<file path="src/rtl/rv64_pkg.sv">
// rv64_pkg: RV64I opcodes, ID/EX register layout and opcode classification
package rv64_pkg;

    localparam int XLEN = 64;

    localparam logic [6:0] OPC_LOAD      = 7'b0000011;
    localparam logic [6:0] OPC_MISC_MEM  = 7'b0001111;
    localparam logic [6:0] OPC_OP_IMM    = 7'b0010011;
    localparam logic [6:0] OPC_AUIPC     = 7'b0010111;
    localparam logic [6:0] OPC_OP_IMM_32 = 7'b0011011;
    localparam logic [6:0] OPC_STORE     = 7'b0100011;
    localparam logic [6:0] OPC_OP        = 7'b0110011;
    localparam logic [6:0] OPC_LUI       = 7'b0110111;
    localparam logic [6:0] OPC_OP_32     = 7'b0111011;
    localparam logic [6:0] OPC_BRANCH    = 7'b1100011;
    localparam logic [6:0] OPC_JALR      = 7'b1100111;
    localparam logic [6:0] OPC_JAL       = 7'b1101111;
    localparam logic [6:0] OPC_SYSTEM    = 7'b1110011;

    typedef struct packed {
        logic [XLEN-1:0] pc;
        logic [31:0]     instr;
        logic [XLEN-1:0] imm;
        logic [4:0]      rs1;
        logic [4:0]      rs2;
        logic [4:0]      rd;
        logic            use_rs1;
        logic            use_rs2;
        logic            is_load;
        logic            illegal;
    } id_ex_t;

    function automatic logic use_rs2(input logic [6:0] op);
        return op inside {OPC_OP, OPC_OP_32, OPC_STORE, OPC_BRANCH};
    endfunction

    function automatic logic use_rs1(input logic [6:0] op);
        return use_rs2(op) || (op inside {OPC_OP_IMM, OPC_OP_IMM_32, OPC_LOAD, OPC_JALR});
    endfunction

    function automatic logic is_itype(input logic [6:0] op);
        return op inside {OPC_LOAD, OPC_OP_IMM, OPC_OP_IMM_32, OPC_JALR, OPC_MISC_MEM, OPC_SYSTEM};
    endfunction

    function automatic logic is_legal(input logic [6:0] op);
        return use_rs1(op) || (op inside {OPC_LUI, OPC_AUIPC, OPC_JAL, OPC_MISC_MEM, OPC_SYSTEM});
    endfunction

endpackage

</file>
<file path="src/rtl/id_stage_ctrl_imm_gen.sv">
// imm_gen: sign-extended RV64I immediate; zero for R-type and unknown opcodes
module imm_gen
    import rv64_pkg::*;
(
    input  logic [31:0]     instr,
    output logic [XLEN-1:0] imm
);

    logic [6:0] op;

    assign op  = instr[6:0];
    assign imm = is_itype(op)                       ? {{52{instr[31]}}, instr[31:20]} :
                 op == OPC_STORE                    ? {{52{instr[31]}}, instr[31:25], instr[11:7]} :
                 op == OPC_BRANCH                   ? {{52{instr[31]}}, instr[7], instr[30:25], instr[11:8], 1'b0} :
                 (op == OPC_LUI || op == OPC_AUIPC) ? {{32{instr[31]}}, instr[31:12], 12'b0} :
                 op == OPC_JAL                      ? {{44{instr[31]}}, instr[19:12], instr[20], instr[30:21], 1'b0} :
                 '0;

endmodule

</file>
<file path="src/rtl/id_stage_ctrl.sv">
// id_stage_ctrl: decode register plus ID/EX register with load-use stall, backpressure and flush
module id_stage_ctrl #(
    parameter int XLEN  = 64,
    parameter int CNT_W = 32
) (
    input  logic             clk,
    input  logic             rst_n,
    input  logic             if_valid,
    output logic             if_ready,
    input  logic [31:0]      if_instr,
    input  logic [XLEN-1:0]  if_pc,
    input  logic             flush,
    input  logic             ex_ready,
    output logic             id_valid,
    output logic [XLEN-1:0]  id_pc,
    output logic [31:0]      id_instr,
    output logic [XLEN-1:0]  id_imm,
    output logic [4:0]       id_rs1,
    output logic [4:0]       id_rs2,
    output logic [4:0]       id_rd,
    output logic             id_use_rs1,
    output logic             id_use_rs2,
    output logic             id_is_load,
    output logic             id_illegal,
    output logic [CNT_W-1:0] bubble_cnt
);

    import rv64_pkg::*;

    logic            d_valid, e_valid;
    logic [31:0]     d_instr;
    logic [XLEN-1:0] d_pc;
    logic [XLEN-1:0] d_imm;
    logic            d_use1, d_use2;
    logic            hazard, e_free, d_advance;
    id_ex_t          e, dec;

    imm_gen u_imm (.instr(d_instr), .imm(d_imm));

    assign d_use1 = use_rs1(d_instr[6:0]);
    assign d_use2 = use_rs2(d_instr[6:0]);
    assign dec = '{pc: d_pc, instr: d_instr, imm: d_imm,
                   rs1: d_instr[19:15], rs2: d_instr[24:20], rd: d_instr[11:7],
                   use_rs1: d_use1, use_rs2: d_use2,
                   is_load: d_instr[6:0] == OPC_LOAD, illegal: !is_legal(d_instr[6:0])};

    assign hazard = d_valid && e_valid && e.is_load && e.rd != 5'd0 &&
                    ((d_use1 && d_instr[19:15] == e.rd) || (d_use2 && d_instr[24:20] == e.rd));
    assign e_free    = !e_valid || ex_ready;
    assign d_advance = d_valid && !hazard && e_free;
    assign if_ready  = !flush && (!d_valid || d_advance);

    // D register: take a new instruction from IF, empty when it moves to E, drop on flush
    always_ff @(posedge clk) begin
        if (!rst_n) begin
            d_valid <= 1'b0;
            d_instr <= '0;
            d_pc    <= '0;
        end else if (flush) begin
            d_valid <= 1'b0;
        end else if (if_valid && if_ready) begin
            d_valid <= 1'b1;
            d_instr <= if_instr;
            d_pc    <= if_pc;
        end else if (d_advance) begin
            d_valid <= 1'b0;
        end
    end

    // E register: load the decode of D, or drain to a bubble when EX takes it, else hold
    always_ff @(posedge clk) begin
        if (!rst_n) begin
            e_valid <= 1'b0;
            e       <= '0;
        end else if (flush) begin
            e_valid <= 1'b0;
        end else if (d_advance) begin
            e_valid <= 1'b1;
            e       <= dec;
        end else if (ex_ready) begin
            e_valid <= 1'b0;
        end
    end

    // count bubbles that a load-use hazard pushes into EX
    always_ff @(posedge clk) begin
        if (!rst_n) bubble_cnt <= '0;
        else if (!flush && ex_ready && hazard) bubble_cnt <= bubble_cnt + 1'b1;
    end

    assign id_valid   = e_valid;
    assign id_pc      = e.pc;
    assign id_instr   = e.instr;
    assign id_imm     = e.imm;
    assign id_rs1     = e.rs1;
    assign id_rs2     = e.rs2;
    assign id_rd      = e.rd;
    assign id_use_rs1 = e.use_rs1;
    assign id_use_rs2 = e.use_rs2;
    assign id_is_load = e.is_load;
    assign id_illegal = e.illegal;

endmodule

</file>
<file path="config.mk">
export PLATFORM = sky130hd
export DESIGN_NAME = id_stage_ctrl
export DESIGN_NICKNAME = d
export VERILOG_FILES = /design/src/rtl/rv64_pkg.sv /design/src/rtl/id_stage_ctrl_imm_gen.sv /design/src/rtl/id_stage_ctrl.sv
export SDC_FILE = /design/constraint.sdc
export NUM_CORES = 1
export LEC_CHECK = 0
export BUFFER_PORTS_ARGS = -buffer_cell sky130_fd_sc_hd__buf_2
export CORE_AREA = 2 2 187 143
export CTS_CLUSTER_DIAMETER = 80
export DETAILED_ROUTE_END_ITERATION = 7
export DIE_AREA = 0 0 189 145
export GPL_TIMING_DRIVEN = 0
export PLACE_DENSITY = 0.71
export SYNTH_ARGS = -nofsm -noshare
export SYNTH_HDL_FRONTEND = slang
export SYNTH_SLANG_ARGS = --single-unit
</file>
<file path="constraint.sdc">
create_clock -name clk -period 2.1 [get_ports clk]
set_input_delay 0.42 -clock clk [delete_from_list [all_inputs] [get_ports clk]]
set_output_delay 0.42 -clock clk [all_outputs]
set_load 0.05 [all_outputs]
</file>
=== Word level (Yosys, flattened, before mapping) ===
Cells that the tools add are included.

* Register bits after elaboration: 309
* Input bits: 101
* Output and inout port bits: 213
* Logic and storage cells: 75

* $add $sub $neg: 1
* Eq/ne operators: 15
* Muxes and demuxes: 9
* Bitwise gates (word level): 2
* Reduce and logical (&&, ||, !) cells: 33

{| class="wikitable"
|+ Operators with widths
! operator !! number
|-
| two-way mux 64 bit || 5
|-
| adder 32 x 1 -> 32 bit (second input constant) || 1
|-
| == test 7 x 6 -> 1 bit (second input constant) || 4
|-
| == test 7 bit (second input constant) || 4
|-
| == test 7 x 5 -> 1 bit (second input constant) || 3
|-
| logical AND 1 bit || 12
|-
| == test 5 bit || 2
|-
| nonzero test 5 bit || 2
|-
| nonzero test 4 bit || 2
|-
| == test 7 x 2 -> 1 bit (second input constant) || 1
|-
| == test 7 x 4 -> 1 bit (second input constant) || 1
|-
| logical OR 1 bit || 6
|-
| nonzero test 6 bit || 1
|-
| zero test 1 bit || 5
|-
| two-way mux 1 bit || 4
|-
| AND reduction 2 bit || 2
|-
| nonzero test 2 bit || 2
|-
| inverter 1 bit || 2
|-
| OR reduction 2 bit || 1
|}

=== Logic depth before layout (Yosys ltp) ===
Gate-level depths: netlist of run 1.

* Word-level depth: 13
* Gate-level depth with buffers: 11
* Depth with buffers taken out: 6

=== Cells and area by module ===
From an unflattened synthesis of run 1, not the netlist that was laid out.

* Cell total of the unflattened synthesis: 1,426
* Area total of the unflattened synthesis: 12,672.2 µm²

{| class="wikitable"
|+ Modules (own cells, without submodules)
! module !! instances !! cells an instance !! area each (µm²) !! seq. area each (µm²)
|-
| id_stage_ctrl || 1 || 1,304 || 11,866.4 || 5,885.6
|-
| imm_gen || 1 || 122 || 805.8 || 0.0
|}

=== Worst setup path after synthesis of run 1 ===
OpenSTA, ideal clock, no wires.

* Path type: register -> output
* Start: reg id_instr[8] (netlist name)
* End: out if_ready
* Arrival: 2.860 ns
* Data required time: 1.680 ns
* Setup slack: -1.180 ns
* Cell stages (with the launch flop): 8
* Buffers on the path: 2
* Path through: dfxtp_1 -> xor2_1 -> nor3_1 -> and4_1 -> buf_4 -> o21a_4 -> clkbuf_1 -> a211oi_1

{| class="wikitable"
|+ RTL lines
! element !! RTL line !! source
|-
| to (decl) || id_stage_ctrl.sv:9 || <nowiki>output logic if_ready,</nowiki>
|}

=== Worst setup path after layout of run 1 ===
* Start: reg d_instr[4]
* End: out if_ready

* Word-level cells in the longest chain between the ends: 11
* Elaborated cells between the ends (all ways): 20
* Those cells by class: eq/ne (8); reduce/logical (12)

{| class="wikitable"
|+ Ends and longest elaborated chain
! element !! RTL line !! source
|-
| from (decl) || id_stage_ctrl.sv:31 || <nowiki>logic [31:0] d_instr;</nowiki>
|-
| from (signal assigned) || id_stage_ctrl.sv:63 || <nowiki>d_instr <= if_instr;</nowiki>
|-
| == test 7 x 6 -> 1 bit (tied with other cells) || rv64_pkg.sv:34 || <nowiki>return op inside {OPC_OP, OPC_OP_32, OPC_STORE, OPC_BRANCH};</nowiki>
|-
| nonzero test 4 bit (on tied branches) || rv64_pkg.sv:34, rv64_pkg.sv:38 ||
|-
| logical OR 1 bit || rv64_pkg.sv:38 || <nowiki>return use_rs2(op) || (op inside {OPC_OP_IMM, OPC_OP_IMM_32, OPC_LOAD, OPC_JALR});</nowiki>
|-
| logical AND 1 bit || id_stage_ctrl.sv:48 || <nowiki>((d_use1 && d_instr[19:15] == e.rd) || (d_use2 && d_instr[24:20] == e.rd));</nowiki>
|-
| logical OR 1 bit * || id_stage_ctrl.sv:48 ||
|-
| logical AND 1 bit * || id_stage_ctrl.sv:47 || <nowiki>assign hazard = d_valid && e_valid && e.is_load && e.rd != 5'd0 &&</nowiki>
|-
| zero test 1 bit * || id_stage_ctrl.sv:50 || <nowiki>assign d_advance = d_valid && !hazard && e_free;</nowiki>
|-
| logical AND 1 bit * (2 in a row) || id_stage_ctrl.sv:50 ||
|-
| logical OR 1 bit * || id_stage_ctrl.sv:51 || <nowiki>assign if_ready = !flush && (!d_valid || d_advance);</nowiki>
|-
| logical AND 1 bit * || id_stage_ctrl.sv:51 ||
|}

Mark *: on every way between the ends. The rest lies on a longest branch, timed or not.

==> impl_metrics.toml, run 1 <==
[worst_setup_path]
r2r_slack_ns = -0.43
cp-end-kind = "primary output"
r2r_cells = 12
crit_arrival_ns = 2.24
cp_common_cell = "buf_6"
crit_type = "register to primary output"
crit_path_start_kind = "register"
slowest_delay_ns = 0.33
crit_slowest_cell = "dfxtp_2"
reg2reg_from = "d_instr[4]"
path_cells = "buf_6 > and3b_2 > o211a_4 > and2_4 > o21a_4 > clkbuf_16 > a211oi_4 > buf_6"
cp_max_fo = 3
crit_required_ns = 1.68
worst_r2r_endpoint = "d_pc[43]"

[finish]
final_core_util_pct = 63.39
final_common_cell = "nand2_1"
final_cell_mix = "nand2_1, buf_2, dfxtp_1"
areaGrowthSynthToFinish_pct = 45.29
drive_gt1_share_pct = 37.57
nNetsFinal = 1742

[synthesis]
ys_types = 56
postSynthAreaPerCell_um2 = 9.143
syn_nets = 1323
ys_seq_area_share_pct = 46.98
synth-seq-cells = 262
synth-main-ff-cell = "dfxtp_1"
syn_area_mm2 = 0.01116
syn-instance-count = 1221
async_flop_share_pct = 0
ys_warn_count = 0
synth_edf_count = 0

[detailed_routing]
drtAntennaViolNets = 0
firstDrtPassIters = 5
routed_wl_um = 37320
route.vias.total = 10480
drtIter0Drc = 595
wire_per_inst_um = 18.60
drc = 0
vias_per_cell = 5.221

[pwr]
p_sw_share_pct = 24.53
power_frac_seq_pct = 45.7
power_leakage_uw = 0.006947
power.share.clock_pct = 44.2
p_per_area_mw_per_mm2 = 693.9
power_frac_comb_pct = 10.1
p_int_uw = 8494
power_switching_uw = 2761
ir_drop_mv = 0.6528

[sta]
period_minus_slack_ns = 2.662
hold_slack_ns = 0.1208
worst_slew_pin_slew_ns = 0.8488
post-route-period-util_pct = 126.8
hold_violations = 0
finClkSkew_ns = 0.008794
setup_ws_ns = -0.5624
relSlewSlack_pct = 43.41
maxSlewViolCount = 0
setup_viol = 248
fmaxAchievable_ghz = 0.3756
rsz0062_at_grt = "true"

[place]
dp.final_hpwl_um = 24520
gp_congestion = 0.8719
io_buffers = 313

[min_path]
hold_class = "input port to register"
hold_path_depth = 3
hold_start = "if_pc[12]"
min_to = "d_pc[12]"

[clocking]
cts.sinks = 262
cts_tree = "yes"
htreeDepth = 1
clock_latency_ns = 0.54
cts.clk_slew.worst_paths_ns = 0.06
cts-buffers-inserted = 28
root_buffer = "clkbuf_16"
cts_buffer_depth = 3

[floorplanning]
fp.coreArea_mm2 = 0.02559
io_pins = 314
die_h_um = 145
die_area_mm2 = 0.02741
rows = 51
start_util_pct = 43.63
fp.dieW_um = 189

[global_route]
grt_pass1_wl_um = 56990
overflow = 0
grt_pass1_vias = 10270
grt_max_degree = 35
track_usage_pct = 25.98
grt_antenna_before_repair = 6

[run]
max_cap_violations = 0

[outcome]
status = "finished, violations left"
violations = "setup timing"
==> timing repair <==
item,4_1_cts,5_1_grt
gates resized for setup,178,58
pin swaps,27,23
cloned,24,0
setup endpoints to repair,291,261
hold endpoints to repair,0,0
buffers inserted,52,9
hold buffers,0,0
==> kinds of logic after synthesis <==
| logic type | share of synthesized area (%) |
|---|---|
| AND/OR/NAND/NOR | 17.60 |
| XOR/XNOR | 1.020 |
| adder cells (fa/ha/maj) | 0.1121 |
| multiplexers | 17.48 |
| flip-flops | 46.98 |
| AO/OA/AOI/OAI | 9.314 |
| buffers and inverters | 7.487 |
==> final cells by class <==
| class | instances | area (µm²) |
|---|---|---|
| Antenna cell | 2 | 5.005 |
| Buffer | 129 | 1124 |
| Clock buffer | 42 | 814.5 |
| Clock inverter | 9 | 103.9 |
| Fill cell | 2152 | 9369 |
| Inverter | 10 | 37.54 |
| Multi-Input combinational cell | 815 | 5435 |
| Sequential cell | 262 | 5340 |
| Tap cell | 344 | 430.4 |
| Timing Repair Buffer | 394 | 2929 |
==> metrics by stage <==
stage          TNS (ns)  instances  power, µW  setup WS, ns  cell area [µm²]
2_1_floorplan   -0.2298       1221       5803       -0.1370            11320
4_1_cts          -72.08       2003      11280       -0.6799            16010
5_1_grt          -63.71       2006      11610       -0.5887            16220
3_3_place_gp     -98.42       1878       6093       -0.7020            13310
3_5_place_dp    -107.82       1878       6113       -0.7192            13310
6_report         -50.32       2007      11250       -0.5624            16220
==> power groups by stage <==
stage	Sequential, µW	Combinational (µW)	Clock, µW
after floorplan	5330	473	0
after global placement	5250	847	0
after detailed placement	5250	863	0
after CTS	5140	1110	5030
after global routing	5160	1210	5240
final	5150	1140	4970
==> how the worst max path moves through the flow <==
stage	from	end	slack, ns
2_1_floorplan	d_instr[5]	if_ready	-0.14
3_3_place_gp	rst_n	bubble_cnt[22]	-0.70
3_5_place_dp	rst_n	bubble_cnt[22]	-0.72
4_1_cts	d_instr[0]	if_ready	-0.68
5_1_grt	d_instr[4]	if_ready	-0.59
6_report	d_instr[4]	if_ready	-0.56
==> routing by layer <==
metal  routed length [µm]  part of all wire [%]  GRT usage [%]
met5                   52                  0.14              0
met4                  897                   2.4          7.070
met3                 3239                   8.7          7.354
met2                16880                    45          41.41
met1                16250                    44          34.39
==> synthesized netlist by cell type, drive strengths merged, types with 5 or more instances <==
| master | number | share of area [%] |
|---|---|---|
| nand2 | 341 | 11 |
| dfxtp | 262 | 47 |
| mux2i | 195 | 17 |
| buf | 76 | 5.2 |
| a21oi | 63 | 2.8 |
| clkbuf | 58 | 2.0 |
| o21ai | 26 | 1.2 |
| a311oi | 20 | 1.6 |
| or4 | 16 | 1.1 |
| nand3 | 14 | 0.63 |
| or3 | 13 | 0.73 |
| nor2 | 12 | 0.40 |
| o31ai | 12 | 0.81 |
| inv | 10 | 0.34 |
| o2111ai | 7 | 0.55 |
| or2 | 7 | 0.39 |
| xor2 | 7 | 0.55 |
| and2 | 6 | 0.34 |
| and4 | 6 | 0.49 |
| nand4 | 6 | 0.39 |
| nor3 | 6 | 0.31 |
| xnor2 | 6 | 0.47 |
| a211oi | 5 | 0.34 |
| and3 | 5 | 0.28 |
==> flip-flops by register name (all words and copies together), names as in the netlist <==
register / flops
id_valid: 1
d_pc: 64
d_valid: 1
id_use_rs2: 1
id_use_rs1: 1
id_instr: 32
id_pc: 64
bubble_cnt: 32
id_is_load: 1
id_illegal: 1
id_imm: 32
d_instr: 32
==> critical path, delay by kind of cell (launching register included) <==
family	cells	cell delay, ns
AO/OA/AOI/OAI	3	0.56
buffers and inverters	3	0.43
AND/OR/NAND/NOR	2	0.37
flip-flops	1	0.33
(Power assumes the default switching activity.)
==> inputs of run 2 (changes only) <==
Settings changed: CORE_AREA 2 2 187 143 to 2 2 181 139, DIE_AREA 0 0 189 145 to 0 0 183 141, HOLD_SLACK_MARGIN set to 0.15, PLACE_DENSITY 0.71 to 0.75.
==> impl_metrics.toml, run 2 (synthesis results as in run 1) <==
[detailed_routing]
vias_per_cell = 5.375
wire_per_inst_um = 19.16
drc = 0
firstDrtPassIters = 6
drtIter0Drc = 691
routed_wl_um = 39340
route.vias.total = 11030
drtAntennaViolNets = 0

[worst_setup_path]
crit_arrival_ns = 2.26
crit_path_start_kind = "register"
crit_buf_inv = 3
r2r_slack_ns = -0.50
cp_max_fo = 4
cp_common_cell = "buf_6"
crit_slowest_cell = "dfxtp_2"
cp-end-kind = "primary output"
worst_r2r_endpoint = "d_instr[24]"
worst-path-stages = 8
r2r_cells = 12
path_cells = "buf_6 > and3b_2 > o211a_4 > and2_4 > o21a_4 > clkbuf_16 > a211oi_4 > buf_6"
critPathTopFamily = "compound AO/OA/AOI/OAI gates"
reg2reg_from = "d_instr[4]"
crit_required_ns = 1.68
crit_type = "register to primary output"
slowest_delay_ns = 0.34

[sta]
worst_slew_pin_slew_ns = 0.8276
hold_violations = 0
maxSlewViolCount = 0
hold_slack_ns = 0.1592
setup_viol = 227
relSlewSlack_pct = 44.82
fmaxAchievable_ghz = 0.3725
rsz0062_at_grt = "true"
finClkSkew_ns = 0.01148
setup_ws_ns = -0.5845
post-route-period-util_pct = 127.8
period_minus_slack_ns = 2.685

[finish]
final_common_cell = "nand2_1"
areaGrowthSynthToFinish_pct = 50.33
final_cell_mix = "nand2_1, buf_2, dfxtp_1"
drive_gt1_share_pct = 33.87
nNetsFinal = 1823

[clocking]
cts_buffer_depth = 3
clock_latency_ns = 0.55
cts_tree = "yes"
cts.sinks = 262
htreeDepth = 1
cts-buffers-inserted = 27
root_buffer = "clkbuf_16"
cts.clk_slew.worst_paths_ns = 0.06

[global_route]
grt_pass1_wl_um = 59030
track_usage_pct = 28.97
grt_max_degree = 35
overflow = 0
grt_pass1_vias = 10640
grt_antenna_before_repair = 1

[place]
pre_cts_ws_ns = -0.7141
gp_congestion = 0.8641
io_buffers = 313
dp.final_hpwl_um = 24570

[pwr]
p_per_area_mw_per_mm2 = 675.6
ir_drop_mv = 0.6397
power_leakage_uw = 0.007243

[min_path]
min_to = "d_valid"
hold_path_depth = 3
hold_class = "input port to register"
hold_start = "if_valid"

[floorplanning]
io_pins = 314
fp.coreArea_mm2 = 0.02427
fp.dieW_um = 183
start_util_pct = 45.99
rows = 50
die_area_mm2 = 0.02580
die_h_um = 141

[run]
max_cap_violations = 0

[outcome]
violations = "setup timing"
status = "finished, violations left"
==> run 2: cell types whose count changed in the layout (fill, tap and decap cells not counted), sizes merged <==
cell / before / now
buf: 464 / 441
clkinvlp: 2 / 1
inv: 10 / 11
clkbuf: 94 / 95
bufbuf: 7 / 17
dlygate4sd3: 0 / 93
clkinv: 5 / 2
==> run 2: metal layers <==
layer | share of wire, % | track usage (%) | vias to the layer above
met5 | 0 | 0 | -
met4 | 3.4 | 9.432 | 0
met3 | 7.9 | 6.665 | 98
met2 | 47 | 47.99 | 486
met1 | 42 | 37.49 | 5272
li1 | - | - | 5178
==> run 2: stage by stage <==
stage / util [%] / TNS, ns / power (µW) / cell area, µm² / cells
final: 69.13 / -63.24 / 11340 / 16780 / 2053
after detailed placement: 54.68 / -108.14 / 6108 / 13270 / 1846
after global routing: 69.12 / -81.06 / 11650 / 16780 / 2052
after floorplan: - / -0.2298 / 5803 / 11320 / 1221
after CTS: 68.63 / -73.90 / 11310 / 16660 / 2048
after global placement: 54.68 / -99.95 / 6089 / 13270 / 1846
==> run 2: power breakdown <==
group / total (µW) / switching (µW) / internal [µW]
clock: 4910 / 2070 / 2840
sequential: 5150 / 78.7 / 5070
combinational: 1280 / 660 / 617
==> run 2: layout make-up <==
type	instances	area, µm²
Antenna cell	2	5.005
Buffer	130	1107
Clock buffer	41	788.3
Clock inverter	6	101.3
Fill cell	1817	7492
Inverter	10	37.54
Multi-Input combinational cell	815	5316
Sequential cell	262	5339
Tap cell	312	390.4
Timing Repair Buffer	475	3696
==> run 2: worst max path at each step <==
stage	endpoint	slack (ns)	from
after floorplan	if_ready	-0.14	d_instr[5]
after detailed placement	bubble_cnt[22]	-0.71	rst_n
final	if_ready	-0.58	d_instr[4]
after global placement	bubble_cnt[22]	-0.64	rst_n
after CTS	if_ready	-0.68	d_instr[1]
after global routing	if_ready	-0.64	d_instr[4]
==> run 2: worst register-to-register path: cells and delay by family (launching register included) <==
| family | cells | cell delay (ns) |
|---|---|---|
| AND/OR/NAND/NOR | 2 | 0.37 |
| multiplexers | 1 | 0.19 |
| AO/OA/AOI/OAI | 3 | 0.68 |
| buffers and inverters | 6 | 0.95 |
| flip-flops | 1 | 0.34 |
==> run 2: what timing repair did <==
| action | in CTS | in global routing |
|---|---|---|
| buffers inserted | 41 | 5 |
| pin swaps | 9 | 5 |
| setup endpoints to repair | 291 | 260 |
| hold endpoints to repair | 93 | 0 |
| cloned | 23 | 0 |
| hold buffers | 93 | 0 |
| gates resized for setup | 136 | 29 |
==> inputs of run 3 (changes only) <==
Settings changed: RECOVER_POWER set to 25.
==> impl_metrics.toml, run 3 (synthesis results as in run 1) <==
[outcome]
status = "finished, violations left"
violations = "setup timing"

[worst_setup_path]
crit_slowest_cell = "dfxtp_2"
slowest_delay_ns = 0.34
crit_path_start_kind = "register"
cp_common_cell = "buf_6"
cp_max_fo = 4
crit_required_ns = 1.68
cp-end-kind = "primary output"
path_cells = "buf_6 > and3b_2 > o211a_4 > and2_4 > o21a_4 > clkbuf_16 > a211oi_4 > buf_6"
crit_type = "register to primary output"
crit_arrival_ns = 2.26

[sta]
hold_violations = 0
relSlewSlack_pct = 45.74
worst_slew_pin_slew_ns = 0.8140
period_minus_slack_ns = 2.679
maxSlewViolCount = 0
fmaxAchievable_ghz = 0.3733
rsz0062_at_grt = "true"
setup_ws_ns = -0.5787
tns_ns = -61.77
setup_viol = 227
finClkSkew_ns = 0.01200
post-route-period-util_pct = 127.6

[clocking]
root_buffer = "clkbuf_16"
cts_buffer_depth = 3
cts.clk_slew.worst_paths_ns = 0.06
cts_tree = "yes"
cts-buffers-inserted = 27
clock_latency_ns = 0.55
cts.sinks = 262
htreeDepth = 1

[detailed_routing]
drtIter0Drc = 668
routed_wl_um = 39260
wire_per_inst_um = 19.13
drc = 0
firstDrtPassIters = 7
route.vias.total = 11030
vias_per_cell = 5.374
drtAntennaViolNets = 0

[place]
dp.final_hpwl_um = 24570
dp.cells = 1846
io_buffers = 313
gp_congestion = 0.8641

[finish]
nNetsFinal = 1823
final_core_util_pct = 68.85
fin_cells = 2052
final_cell_mix = "nand2_1, buf_2, dfxtp_1"
areaGrowthSynthToFinish_pct = 49.70
final_common_cell = "nand2_1"
drive_gt1_share_pct = 30.76

[global_route]
grt_max_degree = 35
grt_antenna_before_repair = 1
track_usage_pct = 28.97
overflow = 0
grt_pass1_wl_um = 59030
grt_pass1_vias = 10640

[floorplanning]
start_util_pct = 45.99
fp.coreArea_mm2 = 0.02427
io_pins = 314
die_h_um = 141
fp.dieW_um = 183
die_area_mm2 = 0.02580
rows = 50

[pwr]
p_per_area_mw_per_mm2 = 677.8
power_leakage_uw = 0.007007
power_uw = 11330
ir_drop_mv = 0.6430

[run]
max_cap_violations = 0

[min_path]
hold_class = "input port to register"
-- run 3: final cells by class --
class                           count  area [µm²]
Fill cell                        1845        7562
Sequential cell                   262        5339
Multi-Input combinational cell    815        5316
Timing Repair Buffer              475        3628
Buffer                            130        1107
Clock buffer                       41       788.3
Tap cell                          312       390.4
Clock inverter                      6       101.3
Inverter                           10       37.54
Antenna cell                        1       2.502
-- run 3: path summary, 6_finish.rpt --
kind                                 start           to  slack [ns]  cells after the start
worst max register to register  d_instr[4]  d_instr[24]       -0.49                     12
worst min register to register  id_imm[10]   id_imm[10]        0.45                      2
worst max-delay path            d_instr[4]     if_ready       -0.58                      8
worst min-delay path              if_valid      d_valid        0.16                      3
-- run 3: what timing repair did --
item | 4_1_cts | 5_1_grt
cloned | 23 | 0
endpoints found under the hold margin | 93 | 0
gates resized for setup | 136 | 29
endpoints found under the setup margin | 291 | 260
buffers inserted | 41 | 5
pin swaps | 9 | 5
hold buffers | 93 | 0
-- run 3: stage by stage --
step           hold slack [ns]  instance area [µm²]  worst slack, ns
6_report                0.1595                16710          -0.5787
5_1_grt                 0.1690                16710          -0.6439
4_1_cts                 0.1520                16660          -0.6836
3_5_place_dp            0.4441                13270          -0.7141
3_3_place_gp            0.4392                13270          -0.6372
2_1_floorplan           0.4428                11320          -0.1370
-- run 3: critical path: cells and delay by family, from the launching register on --
kind	cells	cell delay, ns
compound gates	3	0.57
buf+inv	3	0.44
simple gates	2	0.37
flops	1	0.34
-- run 3: report_power, final --
part / leakage [µW] / internal [µW] / total, µW / switching [µW]
sequential: 0.00215 / 5070 / 5150 / 78.8
combinational: 0.00443 / 614 / 1270 / 657
clock: 0.000432 / 2840 / 4910 / 2070
total: 0.00701 / 8520 / 11300 / 2800
-- run 3: metal layers --
layer | wire length [µm] | up-vias | part of all wire, % | global-route usage, %
li1 | - | 5181 | - | -
met1 | 16610 | 5271 | 42 | 37.49
met2 | 18310 | 482 | 47 | 47.99
met3 | 3015 | 93 | 7.7 | 6.665
met4 | 1322 | 0 | 3.4 | 9.432
met5 | 0 | - | 0 | 0
